==> src/rtl/riscv_pipeline_hazard_ctrl_pkg.sv <==
// Shared definitions for the pipeline hazard controller: FSM encoding,
// the hold/clear control bundle and architectural widths.
package riscv_pipeline_hazard_ctrl_pkg;

    localparam int XLEN        = 32;
    localparam int DEF_NREG_W  = 5;

    typedef enum logic {
        RUN     = 1'b0,
        DISCARD = 1'b1
    } state_t;

    typedef struct packed {
        logic hold_if;
        logic hold_id;
        logic hold_ex;
        logic hold_mem;
        logic clr_id;
        logic clr_ex;
        logic clr_mem;
        logic clr_wb;
    } ctrl_t;

    function automatic logic any_hold(input ctrl_t c);
        return c.hold_if | c.hold_id | c.hold_ex | c.hold_mem;
    endfunction

endpackage

==> src/rtl/riscv_pipeline_hazard_ctrl_if.sv <==
// Bundle between the pipeline datapath (master) and the hazard controller (slave).
interface riscv_pipeline_hazard_ctrl_if #(
    parameter int NREG_W = 5,
    parameter int CNT_W  = 16
);
    logic [NREG_W-1:0] i_id_rs1;
    logic [NREG_W-1:0] i_id_rs2;
    logic              i_id_rs1_used;
    logic              i_id_rs2_used;
    logic [NREG_W-1:0] i_ex_rd;
    logic              i_ex_is_load;
    logic              i_ex_redirect;
    logic              i_imem_ready;
    logic              i_dmem_req;
    logic              i_dmem_ready;
    logic              o_hold_if;
    logic              o_hold_id;
    logic              o_hold_ex;
    logic              o_hold_mem;
    logic              o_clr_id;
    logic              o_clr_ex;
    logic              o_clr_mem;
    logic              o_clr_wb;
    logic [CNT_W-1:0]  o_stall_cnt;
    logic              o_discard;

    modport master (
        output i_id_rs1, i_id_rs2, i_id_rs1_used, i_id_rs2_used, i_ex_rd,
               i_ex_is_load, i_ex_redirect, i_imem_ready, i_dmem_req, i_dmem_ready,
        input  o_hold_if, o_hold_id, o_hold_ex, o_hold_mem,
               o_clr_id, o_clr_ex, o_clr_mem, o_clr_wb, o_stall_cnt, o_discard
    );

    modport slave (
        input  i_id_rs1, i_id_rs2, i_id_rs1_used, i_id_rs2_used, i_ex_rd,
               i_ex_is_load, i_ex_redirect, i_imem_ready, i_dmem_req, i_dmem_ready,
        output o_hold_if, o_hold_id, o_hold_ex, o_hold_mem,
               o_clr_id, o_clr_ex, o_clr_mem, o_clr_wb, o_stall_cnt, o_discard
    );

endinterface

==> src/rtl/riscv_pipeline_hazard_ctrl_load_use_detect.sv <==
// Combinational load-use compare; also reusable by the forwarding unit.
module riscv_load_use_detect #(
    parameter int NREG_W = 5
) (
    input  logic [NREG_W-1:0] id_rs1,
    input  logic [NREG_W-1:0] id_rs2,
    input  logic              rs1_used,
    input  logic              rs2_used,
    input  logic [NREG_W-1:0] ex_rd,
    input  logic              ex_is_load,
    output logic              load_use
);

    // x0 is hardwired zero, so a load targeting it never creates a dependency
    assign load_use = ex_is_load && (ex_rd != '0) &&
                      ((rs1_used && (id_rs1 == ex_rd)) ||
                       (rs2_used && (id_rs2 == ex_rd)));

endmodule

==> src/rtl/riscv_pipeline_hazard_ctrl.sv <==
// Stall/flush sequencer for the 5-stage pipeline: priority hold/clear mux,
// wrong-path fetch tracker and saturating stall-cycle counter.
module riscv_pipeline_hazard_ctrl
    import riscv_pipeline_hazard_ctrl_pkg::*;
#(
    parameter int CNT_W  = 16,
    parameter int NREG_W = DEF_NREG_W
) (
    input logic                   i_clk,
    input logic                   i_rstn,
    riscv_pipeline_hazard_ctrl_if.slave bus
);

    state_t           state;
    ctrl_t            ctrl;
    logic             load_use;
    logic             dmem_stall;
    logic             discard_next;
    logic [CNT_W-1:0] stall_cnt;

    riscv_load_use_detect #(.NREG_W(NREG_W)) u_load_use (
        .id_rs1     (bus.i_id_rs1),
        .id_rs2     (bus.i_id_rs2),
        .rs1_used   (bus.i_id_rs1_used),
        .rs2_used   (bus.i_id_rs2_used),
        .ex_rd      (bus.i_ex_rd),
        .ex_is_load (bus.i_ex_is_load),
        .load_use   (load_use)
    );

    assign dmem_stall = bus.i_dmem_req && !bus.i_dmem_ready;

    // A redirect under a dmem stall is ignored: EX is held and re-presents it
    assign discard_next = (bus.i_ex_redirect && !bus.i_imem_ready && !dmem_stall) ||
                          ((state == DISCARD) && !bus.i_imem_ready);

    always_comb begin
        ctrl = '0;
        if (!i_rstn) begin
            ctrl.clr_id  = 1'b1;
            ctrl.clr_ex  = 1'b1;
            ctrl.clr_mem = 1'b1;
            ctrl.clr_wb  = 1'b1;
        end else if (dmem_stall) begin
            ctrl.hold_if  = 1'b1;
            ctrl.hold_id  = 1'b1;
            ctrl.hold_ex  = 1'b1;
            ctrl.hold_mem = 1'b1;
            ctrl.clr_wb   = 1'b1;
        end else if (bus.i_ex_redirect) begin
            ctrl.clr_id = 1'b1;
            ctrl.clr_ex = 1'b1;
        end else if (load_use) begin
            ctrl.hold_if = 1'b1;
            ctrl.hold_id = 1'b1;
            ctrl.clr_ex  = 1'b1;
        end else if (!bus.i_imem_ready) begin
            ctrl.hold_if = 1'b1;
            ctrl.clr_id  = 1'b1;
        end else if (state == DISCARD) begin
            ctrl.clr_id = 1'b1;
        end
    end

    always_ff @(posedge i_clk) begin
        if (!i_rstn) begin
            state     <= RUN;
            stall_cnt <= '0;
        end else begin
            state <= discard_next ? DISCARD : RUN;
            if (any_hold(ctrl) && (stall_cnt != {CNT_W{1'b1}})) begin
                stall_cnt <= stall_cnt + CNT_W'(1);
            end
        end
    end

    assign bus.o_hold_if   = ctrl.hold_if;
    assign bus.o_hold_id   = ctrl.hold_id;
    assign bus.o_hold_ex   = ctrl.hold_ex;
    assign bus.o_hold_mem  = ctrl.hold_mem;
    assign bus.o_clr_id    = ctrl.clr_id;
    assign bus.o_clr_ex    = ctrl.clr_ex;
    assign bus.o_clr_mem   = ctrl.clr_mem;
    assign bus.o_clr_wb    = ctrl.clr_wb;
    assign bus.o_stall_cnt = stall_cnt;
    assign bus.o_discard   = (state == DISCARD);

endmodule
==> src/flat_wrapper.sv <==
// flat-port wrapper written by rule: the top's interface ports become plain ports
module riscv_pipeline_hazard_ctrl_flat import riscv_pipeline_hazard_ctrl_pkg::*;
#(
    parameter int CNT_W  = 16,
    parameter int NREG_W = DEF_NREG_W
)
  (i_clk, i_rstn, bus_i_id_rs1, bus_i_id_rs2, bus_i_id_rs1_used, bus_i_id_rs2_used, bus_i_ex_rd, bus_i_ex_is_load, bus_i_ex_redirect, bus_i_imem_ready, bus_i_dmem_req, bus_i_dmem_ready, bus_o_hold_if, bus_o_hold_id, bus_o_hold_ex, bus_o_hold_mem, bus_o_clr_id, bus_o_clr_ex, bus_o_clr_mem, bus_o_clr_wb, bus_o_stall_cnt, bus_o_discard);
  riscv_pipeline_hazard_ctrl_if #(.NREG_W(NREG_W), .CNT_W(CNT_W)) bus_i ();
  input logic i_clk;
  input logic i_rstn;
  input wire logic [$bits(bus_i.i_id_rs1)-1:0] bus_i_id_rs1;
  input wire logic [$bits(bus_i.i_id_rs2)-1:0] bus_i_id_rs2;
  input wire logic [$bits(bus_i.i_id_rs1_used)-1:0] bus_i_id_rs1_used;
  input wire logic [$bits(bus_i.i_id_rs2_used)-1:0] bus_i_id_rs2_used;
  input wire logic [$bits(bus_i.i_ex_rd)-1:0] bus_i_ex_rd;
  input wire logic [$bits(bus_i.i_ex_is_load)-1:0] bus_i_ex_is_load;
  input wire logic [$bits(bus_i.i_ex_redirect)-1:0] bus_i_ex_redirect;
  input wire logic [$bits(bus_i.i_imem_ready)-1:0] bus_i_imem_ready;
  input wire logic [$bits(bus_i.i_dmem_req)-1:0] bus_i_dmem_req;
  input wire logic [$bits(bus_i.i_dmem_ready)-1:0] bus_i_dmem_ready;
  output wire logic [$bits(bus_i.o_hold_if)-1:0] bus_o_hold_if;
  output wire logic [$bits(bus_i.o_hold_id)-1:0] bus_o_hold_id;
  output wire logic [$bits(bus_i.o_hold_ex)-1:0] bus_o_hold_ex;
  output wire logic [$bits(bus_i.o_hold_mem)-1:0] bus_o_hold_mem;
  output wire logic [$bits(bus_i.o_clr_id)-1:0] bus_o_clr_id;
  output wire logic [$bits(bus_i.o_clr_ex)-1:0] bus_o_clr_ex;
  output wire logic [$bits(bus_i.o_clr_mem)-1:0] bus_o_clr_mem;
  output wire logic [$bits(bus_i.o_clr_wb)-1:0] bus_o_clr_wb;
  output wire logic [$bits(bus_i.o_stall_cnt)-1:0] bus_o_stall_cnt;
  output wire logic [$bits(bus_i.o_discard)-1:0] bus_o_discard;
  assign bus_i.i_id_rs1 = bus_i_id_rs1;
  assign bus_i.i_id_rs2 = bus_i_id_rs2;
  assign bus_i.i_id_rs1_used = bus_i_id_rs1_used;
  assign bus_i.i_id_rs2_used = bus_i_id_rs2_used;
  assign bus_i.i_ex_rd = bus_i_ex_rd;
  assign bus_i.i_ex_is_load = bus_i_ex_is_load;
  assign bus_i.i_ex_redirect = bus_i_ex_redirect;
  assign bus_i.i_imem_ready = bus_i_imem_ready;
  assign bus_i.i_dmem_req = bus_i_dmem_req;
  assign bus_i.i_dmem_ready = bus_i_dmem_ready;
  assign bus_o_hold_if = bus_i.o_hold_if;
  assign bus_o_hold_id = bus_i.o_hold_id;
  assign bus_o_hold_ex = bus_i.o_hold_ex;
  assign bus_o_hold_mem = bus_i.o_hold_mem;
  assign bus_o_clr_id = bus_i.o_clr_id;
  assign bus_o_clr_ex = bus_i.o_clr_ex;
  assign bus_o_clr_mem = bus_i.o_clr_mem;
  assign bus_o_clr_wb = bus_i.o_clr_wb;
  assign bus_o_stall_cnt = bus_i.o_stall_cnt;
  assign bus_o_discard = bus_i.o_discard;
  riscv_pipeline_hazard_ctrl #(.CNT_W(CNT_W), .NREG_W(NREG_W)) u_core (.i_clk(i_clk), .i_rstn(i_rstn), .bus(bus_i));
endmodule
==> config.mk <==
export PLATFORM = sky130hd
export DESIGN_NAME = riscv_pipeline_hazard_ctrl_flat
export DESIGN_NICKNAME = d
export VERILOG_FILES = /design/src/rtl/riscv_pipeline_hazard_ctrl_pkg.sv /design/src/rtl/riscv_pipeline_hazard_ctrl_if.sv /design/src/rtl/riscv_pipeline_hazard_ctrl_load_use_detect.sv /design/src/rtl/riscv_pipeline_hazard_ctrl.sv /design/src/flat_wrapper.sv
export SDC_FILE = /design/constraint.sdc
export NUM_CORES = 1
export LEC_CHECK = 0
export CAP_MARGIN = 25
export CORE_MARGIN = 4
export CORE_UTILIZATION = 40
export DETAILED_ROUTE_END_ITERATION = 8
export GPL_TIMING_DRIVEN = 0
export PLACE_DENSITY = 0.79
export SKIP_LAST_GASP = 1
export SLEW_MARGIN = 20
export SYNTH_ARGS = -nofsm -noshare
export SYNTH_HDL_FRONTEND = slang
export SYNTH_SLANG_ARGS = --single-unit
==> constraint.sdc <==
create_clock -name i_clk -period 2.3 [get_ports i_clk]
set_input_delay 0.46 -clock i_clk [delete_from_list [all_inputs] [get_ports i_clk]]
set_output_delay 0.46 -clock i_clk [all_outputs]
set_load 0.005 [all_outputs]
======== Word-level counts from Yosys, hierarchy flattened ========
Index checks and enable logic that the tools add are counted.
Widths: inputs -> output; s select.
storage, ports and cells
  output and inout port bits .............. 25
  word-level logic and storage cells ...... 41
  register bits after elaboration ......... 17
cells by class
  $add $sub $neg .......................... 1
  mux-type cells .......................... 17
  equal/unequal tests ..................... 3
  bitwise logic cells ..................... 3
  reduce and logical (&&, ||, !) cells .... 15
operators with widths
  operator               number
  $add 16x1->16 const B  1
  $ne 16x16->1 const B   1
  $mux 2                 6
  $eq 5x5->1             2
  $mux 1                 10
  $logic_and 1x1->1      9
  $reduce_bool 5->1      1
  $mux 4                 1
  $logic_not 1->1        3
  $or 1x1->1             3
  $logic_or 1x1->1       2

======== Longest topological paths before layout ========
Gate-level depths: netlist (run 1).
  depth after elaboration ................. 12
  gate-level depth with buffers ........... 9
  mapped depth without buffers ............ 7

======== By module ========
A second synthesis (run 1) with hierarchy kept.
unflattened totals
  cell total of the unflattened synthesis .. 132
  area, all modules ....................... 1126.1 um2
modules (own cells, without submodules)
  module                      area an instance (um2)  times used  seq. area each (um2)  cells each
  riscv_pipeline_hazard_ctrl  992.2                   1           340.3                 115
  riscv_load_use_detect       133.9                   1           0.0                   17

======== Least setup slack after synthesis (run 1) ========
Ideal clock, no wire load.
  kind .................................... input to output
  start ................................... input bus_i_ex_rd[0]
  end ..................................... output bus_o_clr_id
  arrival time ............................ 1.527 ns
  required time ........................... 1.840 ns
  stages on the path ...................... 5
  setup slack ............................. 0.313 ns
  cells stage by stage .................... or4_1 -> o21ai_2 -> nand2b_1 -> and2_1 -> a21o_1
between the ends
  longest elaborated chain between the ends .. 8
  elaborated cells on any way between the ends .. 12
  classes of those cells .................. eq/ne: 2; mux: 4; reduce/logical: 6
ends and longest elaborated chain
  element                               RTL line                                                                                            text
  start, declared                       flat_wrapper.sv:15                                                                                  input wire logic [$bits(bus_i.i_ex_rd)-1:0] bus_i_ex_rd;
  $eq 5x5->1 (on tied branches)         riscv_pipeline_hazard_ctrl_load_use_detect.sv:16, riscv_pipeline_hazard_ctrl_load_use_detect.sv:17
  $logic_and 1x1->1 (on tied branches)  riscv_pipeline_hazard_ctrl_load_use_detect.sv:16, riscv_pipeline_hazard_ctrl_load_use_detect.sv:17
  $logic_or 1x1->1                      riscv_pipeline_hazard_ctrl_load_use_detect.sv:16                                                    ((rs1_used && (id_rs1 == ex_rd)) ||
  $logic_and 1x1->1 *                   riscv_pipeline_hazard_ctrl_load_use_detect.sv:15                                                    assign load_use = ex_is_load && (ex_rd != '0) &&
  $mux 1 *                              riscv_pipeline_hazard_ctrl.sv:53                                                                    end else if (load_use) begin
  $mux 2 *                              riscv_pipeline_hazard_ctrl.sv:50                                                                    end else if (bus.i_ex_redirect) begin
  $mux 2 *                              riscv_pipeline_hazard_ctrl.sv:44                                                                    end else if (dmem_stall) begin
  $mux 2 *                              riscv_pipeline_hazard_ctrl.sv:39                                                                    if (!i_rstn) begin
  end, declared                         flat_wrapper.sv:25                                                                                  output wire logic [$bits(bus_i.o_clr_id)-1:0] bus_o_clr_id;
Mark *: on every way between the ends. The rest lies on a longest branch, timed or not.

======== Final worst setup path (run 1) ========
  start ................................... input bus_i_id_rs2[3]
  end ..................................... output bus_o_clr_id
between the ends
  longest elaborated chain between the ends .. 8
ends and longest elaborated chain
  element            RTL line                                          text
  start, declared    flat_wrapper.sv:12                                input wire logic [$bits(bus_i.i_id_rs2)-1:0] bus_i_id_rs2;
  $eq 5x5->1         riscv_pipeline_hazard_ctrl_load_use_detect.sv:17  (rs2_used && (id_rs2 == ex_rd)));
  $logic_and 1x1->1  riscv_pipeline_hazard_ctrl_load_use_detect.sv:17
  $logic_or 1x1->1   riscv_pipeline_hazard_ctrl_load_use_detect.sv:16
  $logic_and 1x1->1  riscv_pipeline_hazard_ctrl_load_use_detect.sv:15
  $mux 1             riscv_pipeline_hazard_ctrl.sv:53
  $mux 2             riscv_pipeline_hazard_ctrl.sv:50
  $mux 2             riscv_pipeline_hazard_ctrl.sv:44
  $mux 2             riscv_pipeline_hazard_ctrl.sv:39
Every way passes these cells.

==> results list, run 1 <==
- Standard cell area after detailed placement: 1550 sq um
- Detailed-route via count: 1147
- Dividing the final minimum period by the clock period gives 0.984.
- Clock tree synthesis found a total of 17 sinks.
- Maximum operating frequency: 0.442 GHz
- The path with the worst hold slack has its endpoint at u_core.bus.o_stall_cnt[14].
* Reg2Reg Depth: 9
* Setup Skew: 0.00812 ns
- After synthesis, the largest family of logic cells by area is simple AND/OR/NAND/NOR gates.
* Routability Congestion: 0.730
- The worst setup path is launched from a primary input.
* Remaining Overflow, GRT: 0
- The detail route stage leaves a number of antenna-violating nets equal to 0.
* Critical Path AT: 1.80 ns
- Of the total power, the share spent switching nets is 0.266.
* Number of flip-flops and latches in the synthesized netlist: 17
* CTS Root Buffer Type: sky130_fd_sc_hd__clkbuf_4
* Largest vdd supply drop: 0.241 mV
* R2R setup slack: 0.30 ns
* Wire length per cell: 13.9 um
- Worst-path maximum fanout: 3
- Number of failing setup endpoints in the final timing report: 0
- Detailed placer's ending HPWL: 2280 um
* Required time reported for the critical path endpoint: 1.84 ns
- Placement Rows: 18
- Num CTS Buffers: 3
* Longest Clk Path Bufs: 2
- Of the total synthesized cell area, the portion taken by XOR and XNOR cells is 0.0931.
- The final layout contains 206 nets.
- Bufs and invs on worst path: 2
- The first global-routing pass estimated 4700 um of wire.
- The via count of the first global-routing pass was 1148.
* Worst min-delay path startpoint: u_core.bus.o_stall_cnt[14]
* Final count of hold timing violations: 0
* Cts-stage hold buffer count: 0
* Area of the mapped netlist: 1030 sq um
- The endpoint identified for the worst register-to-register timing path is u_core.bus.o_stall_cnt[1].
- For the finished layout, the period the worst path requires is 2.26 ns.
- Setup repair after global routing could not meet its margin everywhere.
- The number of nets handed over by synthesis was 150.
- Global Route Usage Sum: 0.172
- Cells taking the most area after synthesis: sky130_fd_sc_hd__dfxtp_1 33%, sky130_fd_sc_hd__xnor2_1 8.5%, sky130_fd_sc_hd__a21oi_1 5.3%
- Total power divided by cell area: 373 nW/um^2
- YS warnings: 0
- The complex-gate fraction of the synthesized area came to 0.243.
* H-tree depth: 1
- Worst r2r src: u_core.bus.o_stall_cnt[0]
- The largest single stage delay on the critical path is 0.47 ns.
* Register clock-pin slew on the reported worst setup and hold paths: 0.10 ns
- The final layout contains routed wiring with a total length of 2920 um.
- Number of diodes added for antenna fixing: 0
* Net Switching: 160 uW
* Kind of cell with the highest combined delay on the critical path: buffers and inverters
- Post-Syn Instances: 125
* Mapped Avg Cell Area: 8.28 sq um
- Synthesis instantiated 34 different standard cells from the library.
- Measured slew at the worst slew-check pin: 0.576 ns
- First-pass detailed-route iteration total: 4
* Final instance area: 1610 sq um
* Insertion delay of the later-clocked pin in the worst-skew pair: 0.30 ns
- Combinational group share of total power: 0.231
* Proportion of netlist area held by the largest area contributor: 0.329
* Initial antenna violation count: 0
- Simple logic cell fraction of the synthesized area: 0.250
- Setup CP Type: primary input to primary output
- Hold timing on the final database bottoms out at a slack of 0.515 ns.
- For this configuration, the core starts out at a cell density of 0.418.
* Area enclosed by the die boundary: 3460 sq um
* Per-cell via count in the routed design: 5.46
* Leakage power: 0.000593 uW
- Biggest area consumer among synthesized cells: sky130_fd_sc_hd__dfxtp_1
* Chip Width: 58.9 um
- For this run, design rule violations remaining after detail routing come to 0.
- Cell internal power was estimated by the tool at 442 uW.
- The slowest stage of the critical path is the sky130_fd_sc_hd__clkdlybuf4s50_1 cell.
* Share of final-layout standard cells stronger than drive strength 1: 0.183
- The tightest min-delay check is of the flop to flop type.
- From synthesis to final layout, the design area changed by 56.0%.
* Number of cells on the worst hold path: 2
- Share of synthesized cell area in full adder, half adder and majority cells: 0.0121
* Top Ports: 49
- Number of max-capacitance violations reported: 0
- The run finished with clean final reports.
- Worst relative slew slack: 0.613
- Sequential element share of the synthesized area: 0.329
- Entering global routing, the biggest net connects 11 pins.
- The detailed router finished its first iteration with 29 violations.
- The worst setup path is captured at a primary output.
- Measured along the y axis, the die boundary spans 58.9 um.
* Fraction of synthesized area in multiplexers: 0.00967
- The floorplan step defined a core boundary enclosing 2480 sq um.
- The share of total power dissipated in the clock network is 0.269.
- The share of total power dissipated in sequential elements is 0.500.
* Clock tree from TritonCTS: yes
- PortBufs: 48
* Slew Viols, Final: 0
- Cells along the critical path: clkdlybuf4s50_1 -> xnor2_1 -> nand2_1 -> o22ai_4 -> nand2b_4 -> and2_4 -> a21o_1 -> buf_2
## timing repair
item,4_1_cts,5_1_grt
pin swaps,13,5
gates cloned,0,0
setup endpoints to repair,7,7
resized for setup,43,11
buffers inserted,2,1
## cells by family after synthesis
kind of cell               count (synthesis)
muxes                                      1
buffers and inverters                      8
and+or+nand+nor                           49
adders and majority gates                  1
xor gates and xnor gates                  11
DFF                                       17
AOI/OAI and AO/OA                         38
## power groups by stage
| stage | logic (uW) | clock network [uW] | registers, uW |
|---|---|---|---|
| after floorplan | 61.1 | 0 | 308 |
| after global placement | 137 | 0 | 308 |
| after detailed placement | 140 | 0 | 308 |
| after CTS | 139 | 166 | 301 |
| after global routing | 152 | 177 | 302 |
| final | 139 | 162 | 301 |
## cell usage in the layout (no fill, tap or decap), types with 5 or more instances in the layout
cell	netlist	final
sky130_fd_sc_hd__dfxtp_1	17	17
sky130_fd_sc_hd__nand3_1	6	6
sky130_fd_sc_hd__nand2_1	12	12
sky130_fd_sc_hd__buf_2	0	6
sky130_fd_sc_hd__dlygate4sd2_1	0	10
sky130_fd_sc_hd__clkdlybuf4s50_1	0	28
sky130_fd_sc_hd__o21ai_1	8	8
sky130_fd_sc_hd__o31ai_1	6	6
sky130_fd_sc_hd__xnor2_1	10	10
sky130_fd_sc_hd__a21oi_1	11	10
sky130_fd_sc_hd__or3_1	8	8
sky130_fd_sc_hd__o211ai_1	5	5
## how the worst max path moves through the flow
stage | cells past startpoint | slack [ns] | start | endpoint
2_1_floorplan | 5 | 0.31 | bus_i_ex_rd[0] | bus_o_clr_id
3_3_place_gp | 7 | -0.71 | bus_i_ex_rd[0] | bus_o_clr_id
6_report | 8 | 0.04 | bus_i_id_rs2[3] | bus_o_clr_id
4_1_cts | 7 | -0.02 | bus_i_ex_rd[4] | bus_o_clr_id
5_1_grt | 8 | -0.04 | bus_i_id_rs2[3] | bus_o_clr_id
3_5_place_dp | 7 | -0.74 | bus_i_ex_rd[0] | bus_o_clr_id
## cell type report
class | instances | area, sq um
clock inverters | 1 | 5.00
multi-input cells | 100 | 681
clock buffers | 3 | 22.5
well taps | 30 | 37.5
inverters | 3 | 11.3
fillers | 235 | 863
flip-flops and latches | 17 | 340
repair buffers | 51 | 462
plain buffers | 5 | 55.1
## through the flow
stage	setup slack (ns)	setup TNS, ns	total power [uW]	utilization	instances
floorplan	0.313	0	369	-	125
global placement	-0.708	-5.92	445	0.627	203
detailed placement	-0.738	-6.61	448	0.627	203
CTS	-0.0230	-0.0230	606	0.648	209
global route	-0.0353	-0.0409	631	0.652	210
finish	0.0359	0	602	0.652	210
## sequential cells by signal, indices dropped and copies added, names as in the netlist
signal	count
u_core.bus.o_discard	1
u_core.bus.o_stall_cnt	16
## synthesized netlist by cell type (all sizes together)
cell type,instances
nor3,3
clkbuf,1
a221oi,1
xor2,1
dfxtp,17
a21oi,12
nand2,12
o21bai,1
nand2b,3
and4,1
nand4,3
ha,1
nand3,6
or3,8
mux2i,1
nor2,5
buf,4
o21ai,9
inv,3
a211oi,1
and3,3
and2b,1
a21o,2
o211ai,5
or4,2
o22ai,1
o31ai,6
and2,2
xnor2,10
## tightest hold or removal path, delay by kind of cell, from the launching register on
| family | cells | cell delay, ns |
|---|---|---|
| AOI/OAI and AO/OA | 2 | 0.13 |
| DFF | 1 | 0.34 |
## metal layers
metal,GRT usage,up-vias,share of wire
li1,-,570,-
met1,0.175,534,0.39
met2,0.334,38,0.52
met3,0.0417,5,0.076
met4,0.0615,0,0.016
met5,0,-,0
Note: power is estimated with default switching activity, not from simulation.
==> run 2, diff against run 1 <==
--- a/config.mk
+++ b/config.mk
@@ -5,12 +5,13 @@
 export SDC_FILE = /design/constraint.sdc
 export NUM_CORES = 1
 export LEC_CHECK = 0
+export ABC_AREA = 1
 export CAP_MARGIN = 25
 export CORE_MARGIN = 4
-export CORE_UTILIZATION = 40
+export CORE_UTILIZATION = 44
 export DETAILED_ROUTE_END_ITERATION = 8
 export GPL_TIMING_DRIVEN = 0
-export PLACE_DENSITY = 0.79
+export PLACE_DENSITY = 0.8
 export SKIP_LAST_GASP = 1
 export SLEW_MARGIN = 20
 export SYNTH_ARGS = -nofsm -noshare
==> results list, run 2 <==
* First-iteration detailed-routing DRC count: 84
- Global routing finished with a remaining overflow of 0.
* Worst relative slew slack: 0.646
- Summing internal, switching and leakage power gives 650 uW.
* Area enclosed by the die boundary: 3940 sq um
- Entering global routing, the biggest net connects 15 pins.
* Final instance area: 2050 sq um
* Final nets: 306
* Synthesized-area fraction occupied by ao, oa, aoi and oai cells: 0.0892
- Summing all placed instances gives a cell area of 1840 sq um.
- Worst setup EP type: primary output
- Final core area utilization: 0.729
* Synth Net Count: 237
- Leaving out fill and tap cells, the most frequent cell in the layout is sky130_fd_sc_hd__nand2_1.
* Routability Congestion: 0.859
- Clock tree from TritonCTS: yes
* Setup repair after global routing missed its margin: true
* Global-route wire length before repair: 6200 um
- In the final routed layout, each cell accounts on average for 12.6 um.
- Required time reported for the critical path endpoint: 1.84 ns
- Number of max-capacitance violations reported: 0
- The register with the most flip-flops in the layout has 16 of them.
* Proportion of netlist area held by the largest area contributor: 0.258
- In the finished design, the share of the clock period the worst path needs comes to 0.972.
- The core region is 2810 sq um.
- After synthesis the cells add up to 1320 sq um.
* Num CTS Buffers: 3
* First-pass detailed-route iteration total: 4
- Highest cell delay on the worst timing path: 0.49 ns
- Count of placed standard cells in the final layout, fillers left out: 311
* Initial standard-cell utilization of the core: 0.470
* Share of synthesized flip-flops with an asynchronous set or reset: 0
- After synthesis, the netlist uses 26 different library cells.
* Antenna violation net count after detailed routing: 0
* Register clock-pin slew on the reported worst setup and hold paths: 0.10 ns
* Setup CP Type: primary input to primary output
- For this run, the register share of the synthesized area comes to 0.258.
- From synthesis to final layout, the design area changed by 55.1%.
- Of all cell types, the one taking the most synthesized area is sky130_fd_sc_hd__dfxtp_1.
* Placement Rows: 19
- In the layout the commonest cells are 61 x sky130_fd_sc_hd__nand2_1, 30 x sky130_fd_sc_hd__clkdlybuf4s50_1, 25 x sky130_fd_sc_hd__inv_1.
- VDD sags by at most 0.207 mV.
- Among all stages on the critical path, the largest delay is contributed by sky130_fd_sc_hd__clkdlybuf4s50_1.
- Of the cells placed in the final design, the portion with a size suffix greater than 1 is 0.204.
* Via count of the first global-routing pass: 1442
- Post-layout minimum cycle time: 2.24 ns
* Maximum operating frequency: 0.447 GHz
* Clock net sink count: 17
- Worst min-delay path class: flop to flop
- By instance count, the cell type seen most on the critical path is sky130_fd_sc_hd__nand2_1.
- Longest Clk Path Bufs: 2
- Height of the chip: 62.7 um
- Of the post-synthesis cell area, the part taken by muxes is 0.
- Data arrives at the worst endpoint at 1.78 ns.
* Cells taking the most area after synthesis: sky130_fd_sc_hd__dfxtp_1 26%, sky130_fd_sc_hd__nand2_1 18%, sky130_fd_sc_hd__nand4_1 7.6%
- Combinational family with the most area after synthesis: simple AND/OR/NAND/NOR gates
- Detailed-route via count: 1612
* Simple logic cell fraction of the synthesized area: 0.438
* Setup Skew: 0.00259 ns
- Number of diodes added for antenna fixing: 0
- Post-detailed-routing wire length: 3910 um
* CTS Root Buffer Type: sky130_fd_sc_hd__clkbuf_4
- Port buffering added 48 buffers.
* Number of design rule violations left after detail routing: 0
- Detailed placer's ending HPWL: 2700 um
- Per-cell via count in the routed design: 5.18
- Synthesis produced 212 cells.
- Ranking of synthesized cells by instance count: 63 x sky130_fd_sc_hd__nand2_1, 26 x sky130_fd_sc_hd__inv_1, 20 x sky130_fd_sc_hd__nor2_1, 17 x sky130_fd_sc_hd__dfxtp_1, 16 x sky130_fd_sc_hd__nand4_1
- The number of hold violations in the final report came to 0.
- Of the total synthesized cell area, the portion taken by full adders, half adders and majority gates is 0.00949.
* H-tree depth: 1
* Number of flip-flops and latches in the synthesized netlist: 17
- Cell with the most instances after synthesis: sky130_fd_sc_hd__nand2_1
* Insertion delay of the later-clocked pin in the worst-skew pair: 0.30 ns
* Cells along the critical path: clkdlybuf4s50_1 -> inv_1 -> nand2_1 -> nand2_1 -> nor2_1 -> nand3_1 -> nand2_2 -> nand2_4 -> a21boi_4 -> a31oi_1 -> buf_2
- Cts-stage hold buffer count: 0
- Measured slew at the worst slew-check pin: 0.527 ns
- The max-slew violation count came to 0.
- For this design the static power due to leakage is 0.000943 uW.
- A synthesized cell averages 6.22 sq um.
- Among all flip-flop cells after synthesis, the most frequent one is sky130_fd_sc_hd__dfxtp_1.
- Number of failing setup endpoints in the final timing report: 0
* Total power divided by cell area: 318 nW/um^2
* Area share of xor/xnor cells in the synthesized design: 0.0797
- Global Route Usage Sum: 0.194
- During I/O placement, the number of pins put on the boundary was 49.
- Number of synthesized flops with an enable pin: 0
- The die is 62.7 um wide.
- Once placement completed, the tool counted placed cells totaling 291.
* CP Launch Type: primary input
- The flow ran to the end, and the final reports show no timing, DRC or antenna violations.
* Fillers: 221
* YS warnings: 0
- Initial antenna violation count: 0
- Worst-path maximum fanout: 3
## run 2: cell count changes in the layout (fill, tap and decap cells not counted), sizes merged, moves of 7 or more
cell and delta:
nand2 +52, nor2 +16, dlymetal6s2s +7, nand4 +13
xnor2 -8, nand3 +7, o21ai -7, buf +12
or3 -8, inv +29, xor2 +9
## run 2: logic make-up (layout without fill, tap and decap cells)
| logic type | Yosys count | after routing |
|---|---|---|
| simple gates | 124 | 124 |
| buf+inv | 39 | 107 |
| compound gates | 19 | 19 |
| flops | 17 | 17 |
| xor+xnor | 12 | 12 |
| fa+ha+maj | 1 | 1 |
## run 2: cell type report
class | count | area (sq um) | area share
multi-input cells | 156 | 858 | 0.420
plain buffers | 6 | 50.0 | 0.0245
clock buffers | 3 | 22.5 | 0.0110
well taps | 31 | 38.8 | 0.0190
repair buffers | 65 | 611 | 0.298
flip-flops and latches | 17 | 340 | 0.166
clock inverters | 1 | 5.00 | 0.00245
inverters | 32 | 120 | 0.0587
## run 2: layer usage
metal	up-vias	GRT usage	wire length [um]
met5	-	0	0
met4	0	0.113	80
met3	6	0.0486	214
met2	63	0.338	2020
met1	722	0.210	1600
li1	821	-	-
## run 2: through the flow
step           hold WS, ns  setup slack (ns)  setup TNS, ns
6_report             0.486            0.0647              0
5_1_grt              0.531           -0.0447        -0.0447
4_1_cts              0.490           -0.0393        -0.0646
3_3_place_gp         0.465            -0.785          -5.05
2_1_floorplan        0.468             0.442              0
3_5_place_dp         0.473            -0.786          -5.17
## run 2: final timing paths
kind                               from                    endpoint  slack, ns  depth (start not counted)
min          u_core.bus.o_stall_cnt[15]  u_core.bus.o_stall_cnt[15]       0.49                          2
min reg2reg  u_core.bus.o_stall_cnt[15]  u_core.bus.o_stall_cnt[15]       0.49                          2
max reg2reg   u_core.bus.o_stall_cnt[0]   u_core.bus.o_stall_cnt[2]       0.42                         10
max                     bus_i_id_rs1[0]                bus_o_clr_id       0.06                         11
## run 2: critical path, delay by kind of cell
family          cells  cell delay [ns]
simple gates        6             0.46
compound gates      2             0.18
buf+inv             3             0.68
## run 2: timing repair
item                                    CTS  global route
setup buffers                            11             6
endpoints found under the setup margin    7             6
pin swaps                                 5            12
cloned                                    0             0
resized for setup                        28            19
## run 2: report_power, final
part,switching [uW],internal [uW],total (uW)
Combinational,85.4,95.5,181
Sequential,3.52,298,301
Clock,103,64.9,167
